### src/rtl/corevx_ptw_multilevel.sv
// ============================================================================
// Module      : corevx_ptw_multilevel
// Description : Multi-level radix page-table walker with A/D checks and abort.
// Revision    : 1.0 - initial release
// ============================================================================
`default_nettype none

module corevx_ptw_multilevel #(
    parameter int LEVELS   = 2,
    parameter int VPN_BITS = 10,
    parameter int PPN_BITS = 22,
    parameter int PTE_LOG2 = 2,
    parameter int CHECK_AD = 1
) (
    input  logic                                 clk,
    input  logic                                 rst,
    input  logic                                 resolve_request,
    output logic                                 resolve_ack,
    input  logic [LEVELS*VPN_BITS-1:0]           virtual_address,
    input  logic                                 resolve_store,
    input  logic                                 resolve_abort,
    input  logic [PPN_BITS-1:0]                  matp_ppn,
    output logic                                 resolve_done,
    output logic                                 resolve_pagefault,
    output logic                                 resolve_accessfault,
    output logic [7:0]                           resolve_access_bits,
    output logic [PPN_BITS-1:0]                  resolve_physical_address,
    output logic                                 m_transaction,
    output logic [2:0]                           m_cmd,
    output logic [PPN_BITS+VPN_BITS+PTE_LOG2-1:0] m_address,
    input  logic [2:0]                           m_transaction_response,
    input  logic                                 m_transaction_done,
    input  logic [(8<<PTE_LOG2)-1:0]             m_rdata
);

    localparam int VA_W  = LEVELS * VPN_BITS;
    localparam int LVL_W = (LEVELS > 1) ? $clog2(LEVELS) : 1;

    localparam logic [2:0] c_ARMLEOBUS_CMD_NONE         = 3'd0;
    localparam logic [2:0] c_ARMLEOBUS_CMD_READ         = 3'd1;
    localparam logic [2:0] c_ARMLEOBUS_RESPONSE_SUCCESS = 3'd0;

    typedef enum logic [1:0] {
        S_IDLE    = 2'd0,
        S_WALK    = 2'd1,
        S_DRAIN   = 2'd2,
        S_RESPOND = 2'd3
    } state_t;

    state_t              r_state;
    state_t              w_state_nxt;
    logic [VA_W-1:0]     r_va;
    logic                r_store;
    logic [PPN_BITS-1:0] r_table_base;
    logic [LVL_W-1:0]    r_level;
    logic                r_pf;
    logic                r_af;
    logic [7:0]          r_bits;
    logic [PPN_BITS-1:0] r_pa;

    logic                w_accept;
    logic                w_descend;
    logic                w_finish;
    logic                w_pf_nxt;
    logic                w_af_nxt;
    logic [PPN_BITS-1:0] w_pte_ppn;
    logic [PPN_BITS-1:0] w_lo_mask;
    logic [PPN_BITS-1:0] w_va_ext;
    logic [PPN_BITS-1:0] w_pa;
    logic [VPN_BITS-1:0] w_vpn_cur;
    logic                w_misaligned;
    logic                w_unused;

    assign w_pte_ppn = m_rdata[10 +: PPN_BITS];
    assign w_vpn_cur = r_va[r_level*VPN_BITS +: VPN_BITS];
    assign w_unused  = ^m_rdata;

    generate
        if (VA_W >= PPN_BITS) begin : g_va_trunc
            assign w_va_ext = r_va[PPN_BITS-1:0];
        end else begin : g_va_pad
            assign w_va_ext = {{(PPN_BITS-VA_W){1'b0}}, r_va};
        end
    endgenerate

    // Low PPN bits that a superpage at the current level takes from the VA
    always_comb begin
        w_lo_mask = '0;
        for (int i = 0; i < PPN_BITS; i++) begin
            w_lo_mask[i] = (i < int'(r_level) * VPN_BITS);
        end
    end

    assign w_misaligned = |(w_pte_ppn & w_lo_mask);
    assign w_pa         = (w_pte_ppn & ~w_lo_mask) | (w_va_ext & w_lo_mask);

    always_comb begin
        w_state_nxt = r_state;
        w_accept    = 1'b0;
        w_descend   = 1'b0;
        w_finish    = 1'b0;
        w_pf_nxt    = 1'b0;
        w_af_nxt    = 1'b0;
        case (r_state)
            S_IDLE: begin
                if (resolve_request) begin
                    w_accept    = 1'b1;
                    w_state_nxt = S_WALK;
                end
            end
            S_WALK: begin
                if (resolve_abort) begin
                    w_state_nxt = m_transaction_done ? S_IDLE : S_DRAIN;
                end else if (m_transaction_done) begin
                    if (m_transaction_response != c_ARMLEOBUS_RESPONSE_SUCCESS) begin
                        w_finish = 1'b1;
                        w_af_nxt = 1'b1;
                    end else if (!m_rdata[0] || (!m_rdata[1] && m_rdata[2])) begin
                        w_finish = 1'b1;
                        w_pf_nxt = 1'b1;
                    end else if (m_rdata[1] || m_rdata[3]) begin
                        w_finish = 1'b1;
                        if (w_misaligned) begin
                            w_pf_nxt = 1'b1;
                        end else if ((CHECK_AD != 0) &&
                                     (!m_rdata[6] || (r_store && !m_rdata[7]))) begin
                            w_pf_nxt = 1'b1;
                        end
                    end else if (r_level == '0) begin
                        w_finish = 1'b1;
                        w_pf_nxt = 1'b1;
                    end else begin
                        w_descend = 1'b1;
                    end
                    if (w_finish) begin
                        w_state_nxt = S_RESPOND;
                    end
                end
            end
            S_DRAIN: begin
                if (m_transaction_done) begin
                    w_state_nxt = S_IDLE;
                end
            end
            S_RESPOND: begin
                w_state_nxt = S_IDLE;
            end
            default: begin
                w_state_nxt = S_IDLE;
            end
        endcase
    end

    always_ff @(posedge clk) begin
        if (rst) begin
            r_state <= S_IDLE;
        end else begin
            r_state <= w_state_nxt;
        end
    end

    always_ff @(posedge clk) begin
        if (rst) begin
            r_va         <= '0;
            r_store      <= 1'b0;
            r_table_base <= '0;
            r_level      <= '0;
            r_pf         <= 1'b0;
            r_af         <= 1'b0;
            r_bits       <= '0;
            r_pa         <= '0;
        end else begin
            if (w_accept) begin
                r_va         <= virtual_address;
                r_store      <= resolve_store;
                r_table_base <= matp_ppn;
                r_level      <= LVL_W'(LEVELS - 1);
            end
            if (w_descend) begin
                r_table_base <= w_pte_ppn;
                r_level      <= r_level - 1'b1;
            end
            if (w_finish) begin
                r_pf   <= w_pf_nxt;
                r_af   <= w_af_nxt;
                r_bits <= (w_pf_nxt || w_af_nxt) ? 8'h00 : m_rdata[7:0];
                r_pa   <= (w_pf_nxt || w_af_nxt) ? '0 : w_pa;
            end
        end
    end

    assign resolve_ack              = (r_state == S_IDLE);
    assign resolve_done             = (r_state == S_RESPOND);
    assign resolve_pagefault        = resolve_done && r_pf;
    assign resolve_accessfault      = resolve_done && r_af;
    assign resolve_access_bits      = resolve_done ? r_bits : 8'h00;
    assign resolve_physical_address = resolve_done ? r_pa : '0;
    assign m_transaction            = (r_state == S_WALK) || (r_state == S_DRAIN);
    assign m_cmd                    = m_transaction ? c_ARMLEOBUS_CMD_READ : c_ARMLEOBUS_CMD_NONE;
    assign m_address                = {r_table_base, w_vpn_cur, {PTE_LOG2{1'b0}}};

endmodule

`default_nettype wire

### config.mk
export PLATFORM = sky130hd
export DESIGN_NAME = corevx_ptw_multilevel
export DESIGN_NICKNAME = d
export VERILOG_FILES = /design/src/rtl/corevx_ptw_multilevel.sv
export SDC_FILE = /design/constraint.sdc
export NUM_CORES = 1
export LEC_CHECK = 0
export CORE_ASPECT_RATIO = 0.9
export CORE_MARGIN = 4
export CORE_UTILIZATION = 42
export CTS_CLUSTER_DIAMETER = 50
export CTS_CLUSTER_SIZE = 16
export DETAILED_ROUTE_END_ITERATION = 10
export GPL_ROUTABILITY_DRIVEN = 0
export PLACE_DENSITY = 0.81
export SYNTH_ARGS = -nofsm -noshare
export SYNTH_HDL_FRONTEND = slang
export SYNTH_SLANG_ARGS = --single-unit
### constraint.sdc
create_clock -name clk -period 2.6 [get_ports clk]
set_clock_uncertainty 0.2 [all_clocks]
set_input_delay 0.78 -clock clk [delete_from_list [all_inputs] [get_ports clk]]
set_output_delay 0.78 -clock clk [all_outputs]
set_load 0.01 [all_outputs]
Word level (Yosys, flattened, before mapping)
Index checks and enable logic that the tools add are counted.
{"block": "totals", "regBits": 78, "inputBits": 83, "output_inout_bits": 72, "elab_cells": 112}
{"block": "op_classes", "addsub": 1, "mul": 2, "order_cmp": 22, "n_eq_ne": 7, "shift": 1, "n_mux": 47, "bitwise": 5, "n_reduce_logical": 18}
{"op": "less-than comparator 5 x 32 -> 1 bit (first input constant)", "n": 8}
{"op": "less-than comparator 6 x 32 -> 1 bit (first input constant)", "n": 5}
{"op": "less-than comparator 4 x 32 -> 1 bit (first input constant)", "n": 4}
{"op": "two-way mux 22 bit", "n": 4}
{"op": "less-than comparator 3 x 32 -> 1 bit (first input constant)", "n": 2}
{"op": "bitwise AND 22 bit", "n": 2}
{"op": "two-way mux 1 bit", "n": 34}
{"op": "less-than comparator 1 x 32 -> 1 bit (first input constant)", "n": 1}
{"op": "less-than comparator 2 x 32 -> 1 bit (first input constant)", "n": 1}
{"op": "bitwise AND 20 x 22 -> 22 bit", "n": 1}
{"op": "inverter 22 bit", "n": 1}
{"op": "bitwise OR 22 bit", "n": 1}
{"op": "OR reduction 22 bit", "n": 1}
{"op": "indexed part select 20 x 6 -> 10 bit", "n": 1}
{"op": "two-way mux 8 bit", "n": 2}
{"op": "two-way mux 2 bit", "n": 6}
{"op": "multiplier 1 x 3 -> 4 bit (second input constant)", "n": 2}
{"op": "case mux 2 bit (4 select lines)", "n": 1}
{"op": "logical OR 1 bit", "n": 5}
{"op": "less-than comparator 5 bit (first input constant)", "n": 1}
{"op": "== test 2 bit (second input constant)", "n": 2}
{"op": "logical AND 1 bit", "n": 4}
{"op": "zero test 1 bit", "n": 4}
{"op": "inequality test 2 bit (second input constant)", "n": 2}
{"op": "8 further kinds", "n": 8}

Depth between registers and ports, before layout
{"block": "logic_depth", "word_depth": 13, "depth_mapped": 9, "mapped_depth_nobuf": 7}

Worst setup path after synthesis
Ideal clock, no wire load.
{"block": "synth_path", "path_kind": "input port to flip-flop", "startpoint": "in m_rdata[1]", "endpoint": "reg r_bits[2]", "setup_ns": 0.117, "t_arrival_ns": 1.923, "t_required_ns": 2.283, "slack_ns": 0.360, "path_stages": 7, "n_path_buf": 2, "cell_sequence": "nor4b_2 and2_2 nor2_2 and3_1 buf_6 buf_8 a22o_1"}
{"block": "synth_via", "elab_chain_cells": 11, "word_cells_on_any_way": 21, "classes_between": "mux (16); reduce/logical (5)"}
{"element": "from (decl)", "line": "33", "text": "input logic [(8<<PTE_LOG2)-1:0] m_rdata"}
{"element": "zero test 1 bit", "line": "118", "text": "end else if (!m_rdata[0] || (!m_rdata[1] && m_rdata[2])) begin"}
{"element": "logical AND 1 bit", "line": "118"}
{"element": "logical OR 1 bit", "line": "118"}
{"element": "two-way mux 1 bit", "line": "118"}
{"element": "two-way mux 1 bit", "line": "115", "text": "if (m_transaction_response != c_ARMLEOBUS_RESPONSE_SUCCESS) begin"}
{"element": "two-way mux 1 bit", "line": "114", "text": "end else if (m_transaction_done) begin"}
{"element": "two-way mux 1 bit", "line": "112", "text": "if (resolve_abort) begin"}
{"element": "two-way mux 1 bit", "line": "104", "text": "case (r_state)"}
{"element": "two-way mux 1 bit", "line": "114"}
{"element": "two-way mux 1 bit", "line": "112"}
{"element": "two-way mux 1 bit", "line": "104"}
{"element": "to (signal assigned)", "line": "186", "text": "r_bits <= (w_pf_nxt || w_af_nxt) ? 8'h00 : m_rdata[7:0];"}
{"element": "to (decl)", "line": "58", "text": "logic [7:0] r_bits;"}
Parallel ways exist; a longest one is shown, timed or not. The select of a mux whose other input is x is not followed.
A chain may end at the register's enable or synchronous reset.

Final worst setup path
{"block": "layout_path", "startpoint": "reg r_state[0]", "endpoint": "out resolve_done"}
{"block": "layout_via", "elab_chain_cells": 1}
{"element": "from (decl)", "line": "50", "text": "state_t r_state;"}
{"element": "from (signal assigned)", "line": "158", "text": "r_state <= w_state_nxt;"}
{"element": "== test 2 bit", "line": "193", "text": "assign resolve_done = (r_state == S_RESPOND);"}
{"element": "to (decl)", "line": "23", "text": "output logic resolve_done,"}
No other way between the ends.

==> out/qor.csv <==
stage,metric,value,unit
yosys,commonest register cell after synthesis,sky130_fd_sc_hd__dfxtp_1,
power_and_ir_drop,combinational power share,22.7,%
yosys,distinct cell type count after synthesis,38,
clocking,setup fix buffers added after clock tree synthesis,0,
yosys,largest cells by area after synthesis,"sky130_fd_sc_hd__dfxtp_1, sky130_fd_sc_hd__mux2i_1, sky130_fd_sc_hd__nand2_1, sky130_fd_sc_hd__and2_1, sky130_fd_sc_hd__a211oi_1",
final_layout,final non-filler cell area,5530,sq um
floorplanning,boundary pin count,155,
timing,Setup-failing EPs final,0,
clocking,"buffers from clock root to sink, at most",2,
final_layout,number of filler instances in the final layout,653,
power_and_ir_drop,share of total power in the clock network,34.0,%
grt,largest net degree at the start of global routing,46,
placed_design,instance area at placement,5290,sq um
yosys,total standard cell area after synthesis,3520,sq um
final_layout,most common library cell in the layout ignoring fill and taps,sky130_fd_sc_hd__clkdlybuf4s50_1,
clocking,later-pin clock latency in the skew report,0.34,ns
yosys,number of cells produced by synthesis,392,
grt,via count of the first global-routing pass,3415,
power_and_ir_drop,Pleak,2.39,nW
drt,overall via count from detail_route,3420,
worst_setup_path,type of the worst setup path,register to output port,
clocking,clock sink count,78,
timing,RSZ-0062 raised after global routing,no,
hold_path,path category of the worst min-delay check,register to register,
clocking,buffer cell driving the clock tree root,sky130_fd_sc_hd__clkbuf_8,
yosys,area share of the leading cell type in the synthesized netlist,44.3,%
placed_design,Post-Place Setup Slack,-0.138,ns
placed_design,placed insts,644,
drt,ANT nets after route,0,
power_and_ir_drop,internal power,2.25,mW
power_and_ir_drop,pwr/cell area,549,nW/um^2
floorplanning,Die X-Extent,105,microns
grt,number of antenna violations at the first check in global routing,0,
floorplanning,Die Footprint,9920,sq um
worst_setup_path,kind of cell adding the most delay to the critical path,buffers and inverters,
yosys,register area share after synthesis,44.3,%
drt,number of search-and-repair iterations in the first detailed-routing pass,4,
timing,maximum operating frequency,0.395,GHz
worst_setup_path,top fanout value on the critical path,9,
floorplanning,vertical extent of the die,94.9,microns
final_layout,"commonest non-fill, non-tap cells in the layout","sky130_fd_sc_hd__clkdlybuf4s50_1, sky130_fd_sc_hd__dfxtp_1, sky130_fd_sc_hd__nand2_1",
yosys,count of flip-flops with a built-in enable after synthesis,0,
worst_setup_path,Bufs and invs on worst path,2,
clocking,Clock H-tree levels,3,
final_layout,Non-Filler Instances,661,
grt,GRT Resource Usage Total,21.6,%
power_and_ir_drop,VDD IR-drop max,0.378,mV
final_layout,area of the multi-input gates,1800,sq um
yosys,number of storage elements in the synthesis netlist,78,
final_layout,final-stage net count,644,
final_layout,Seq. cell area,1570,sq um
yosys,Synth warnings,0,
worst_setup_path,worst path cell trace,ha_4 -> buf_4 -> clkdlybuf4s50_1,
timing,min Tclk post-route,2.53,ns
floorplanning,core box area,8110,sq um
grt,residual overflow from global routing,0,
worst_setup_path,largest stage delay on the critical path,0.54,ns
power_and_ir_drop,part of the power in registers,43.3,%
final_layout,ratio of cells with drive above 1 in the final layout,13.7,%
worst_setup_path,category of the worst setup path launch point,register,
clocking,clock-pin slew on the worst setup and hold paths,0.08,ns
timing,number of max-slew violations in the final report,0,
drt,post-route DRC violation count,0,
yosys,share of synthesized flip-flops with an asynchronous set or reset,0,%
worst_setup_path,crit end category,output port,
timing,Tcrit/Tclk final,97.3,%
worst_setup_path,critical path arrival,1.55,ns
drt,per-cell routed wire length,16.5,microns
floorplanning,number of cell rows,31,
worst_setup_path,"reg-to-reg slack, setup",0.64,ns
drt,post-detailed-routing wire length,10900,microns
final_layout,antenna diode count,0,
placed_design,I/O Buffers,148,
job,number of violations of the max-capacitance limit,0,
yosys,library cell with the largest summed area after synthesis,sky130_fd_sc_hd__dfxtp_1,
clocking,total clock buffers created by CTS,9,
drt,vias per std cell,5.17,
drt,drt first-iter violations,145,
final_layout,Syn-to-layout area delta,56.8,%
worst_setup_path,Critical-path top delay cell,sky130_fd_sc_hd__clkdlybuf4s50_1,
power_and_ir_drop,switching share of power,25.9,%
timing,number of hold violations in the final report,0,
outcome,outcome,completed,
worst_setup_path,critical path required time,1.62,ns
floorplanning,effective utilization at floorplan,43.5,%
clocking,TritonCTS clock tree,done,
timing,slack of the critical path,0.0690,ns
grt,global-route wire length before repair,16900,microns
power_and_ir_drop,power dissipated by switching net loads,784,uW
yosys,Mean Syn Cell Area,8.99,sq um
placed_design,half-perimeter wire length after detailed placement,8160,microns
## per-stage QoR
step	hold WS (ns)	utilization, %	TNS [ns]	total power [mW]
floorplan	0.207	-	0	1.66
global placement	0.228	65.2	-2.20	2.01
detailed placement	0.226	65.2	-3.25	2.02
CTS	0.238	68.1	0	3.05
global route	0.268	68.2	0	3.16
finish	0.236	68.2	0	3.03
## layout make-up
cell class	count	share of cell area (%)
Clock inverter	5	1.47
Multi-Input combinational cell	280	32.6
Sequential cell	78	28.4
Timing Repair Buffer	184	32.3
Tap cell	99	2.24
Clock buffer	11	2.74
Inverter	4	0.272
## path summary, 6_finish.rpt
kind               from           end  cells after the start
min           r_bits[1]     r_bits[1]                      2
max          r_state[0]  resolve_done                      3
min reg2reg   r_bits[1]     r_bits[1]                      2
max reg2reg  r_state[1]       r_pa[8]                      9
## cell families after synthesis
kind of cell               after synthesis  synth area share [%]
and+or+nand+nor                        149                  20.8
AOI/OAI and AO/OA                       81                  15.6
DFF                                     78                  44.3
muxes                                   42                  12.3
buffers and inverters                   37                  5.47
adders and majority gates                4                  1.42
other                                    1                 0.106
## flip-flops by register name, summed over array words and instances (netlist names)
name          cells
r_af              1
r_bits            8
r_level           1
r_pa             22
r_pf              1
r_state           2
r_store           1
r_table_base     22
r_va             20
## power groups by stage
stage	Clock [mW]	Sequential (mW)	Combinational, mW
after floorplan	0	1.34	0.316
after global placement	0	1.33	0.677
after detailed placement	0	1.33	0.687
after CTS	1.05	1.31	0.691
after global routing	1.09	1.32	0.743
final	1.03	1.31	0.689
## synth_stat cells, drive strengths merged, types with 4 or more instances
library cell	n
a211oi	23
mux2	10
clkbuf	14
nor3	6
and2	34
nand3	5
dfxtp	78
a22o	18
buf	19
inv	4
nand2	60
mux2i	32
nor2	30
a21oi	25
o21ai	11
ha	4
## repair_timing
item,CTS,global route
hold buffers,0,0
gates cloned,1,0
endpoints found under the setup margin,46,1
gates resized for setup,52,1
## worst register-to-register path: stages, from the launching register on
cell                      delay, ns
sky130_fd_sc_hd__dfxtp_2       0.34
sky130_fd_sc_hd__inv_1         0.10
sky130_fd_sc_hd__ha_1          0.19
sky130_fd_sc_hd__nor2b_1       0.18
sky130_fd_sc_hd__nand2_1       0.12
sky130_fd_sc_hd__nor2_2        0.15
sky130_fd_sc_hd__buf_4         0.13
sky130_fd_sc_hd__nand3_1       0.08
sky130_fd_sc_hd__buf_4         0.19
sky130_fd_sc_hd__o21ai_0       0.19
## layer usage
metal	vias to the layer above	routed length, microns	GRT usage (%)
li1	1687	-	-
met1	1578	4840	27.6
met2	126	5140	35.7
met3	29	568	3.49
met4	0	375	10.4
met5	-	0	0
No activity file was read; power rests on OpenSTA's default activity.
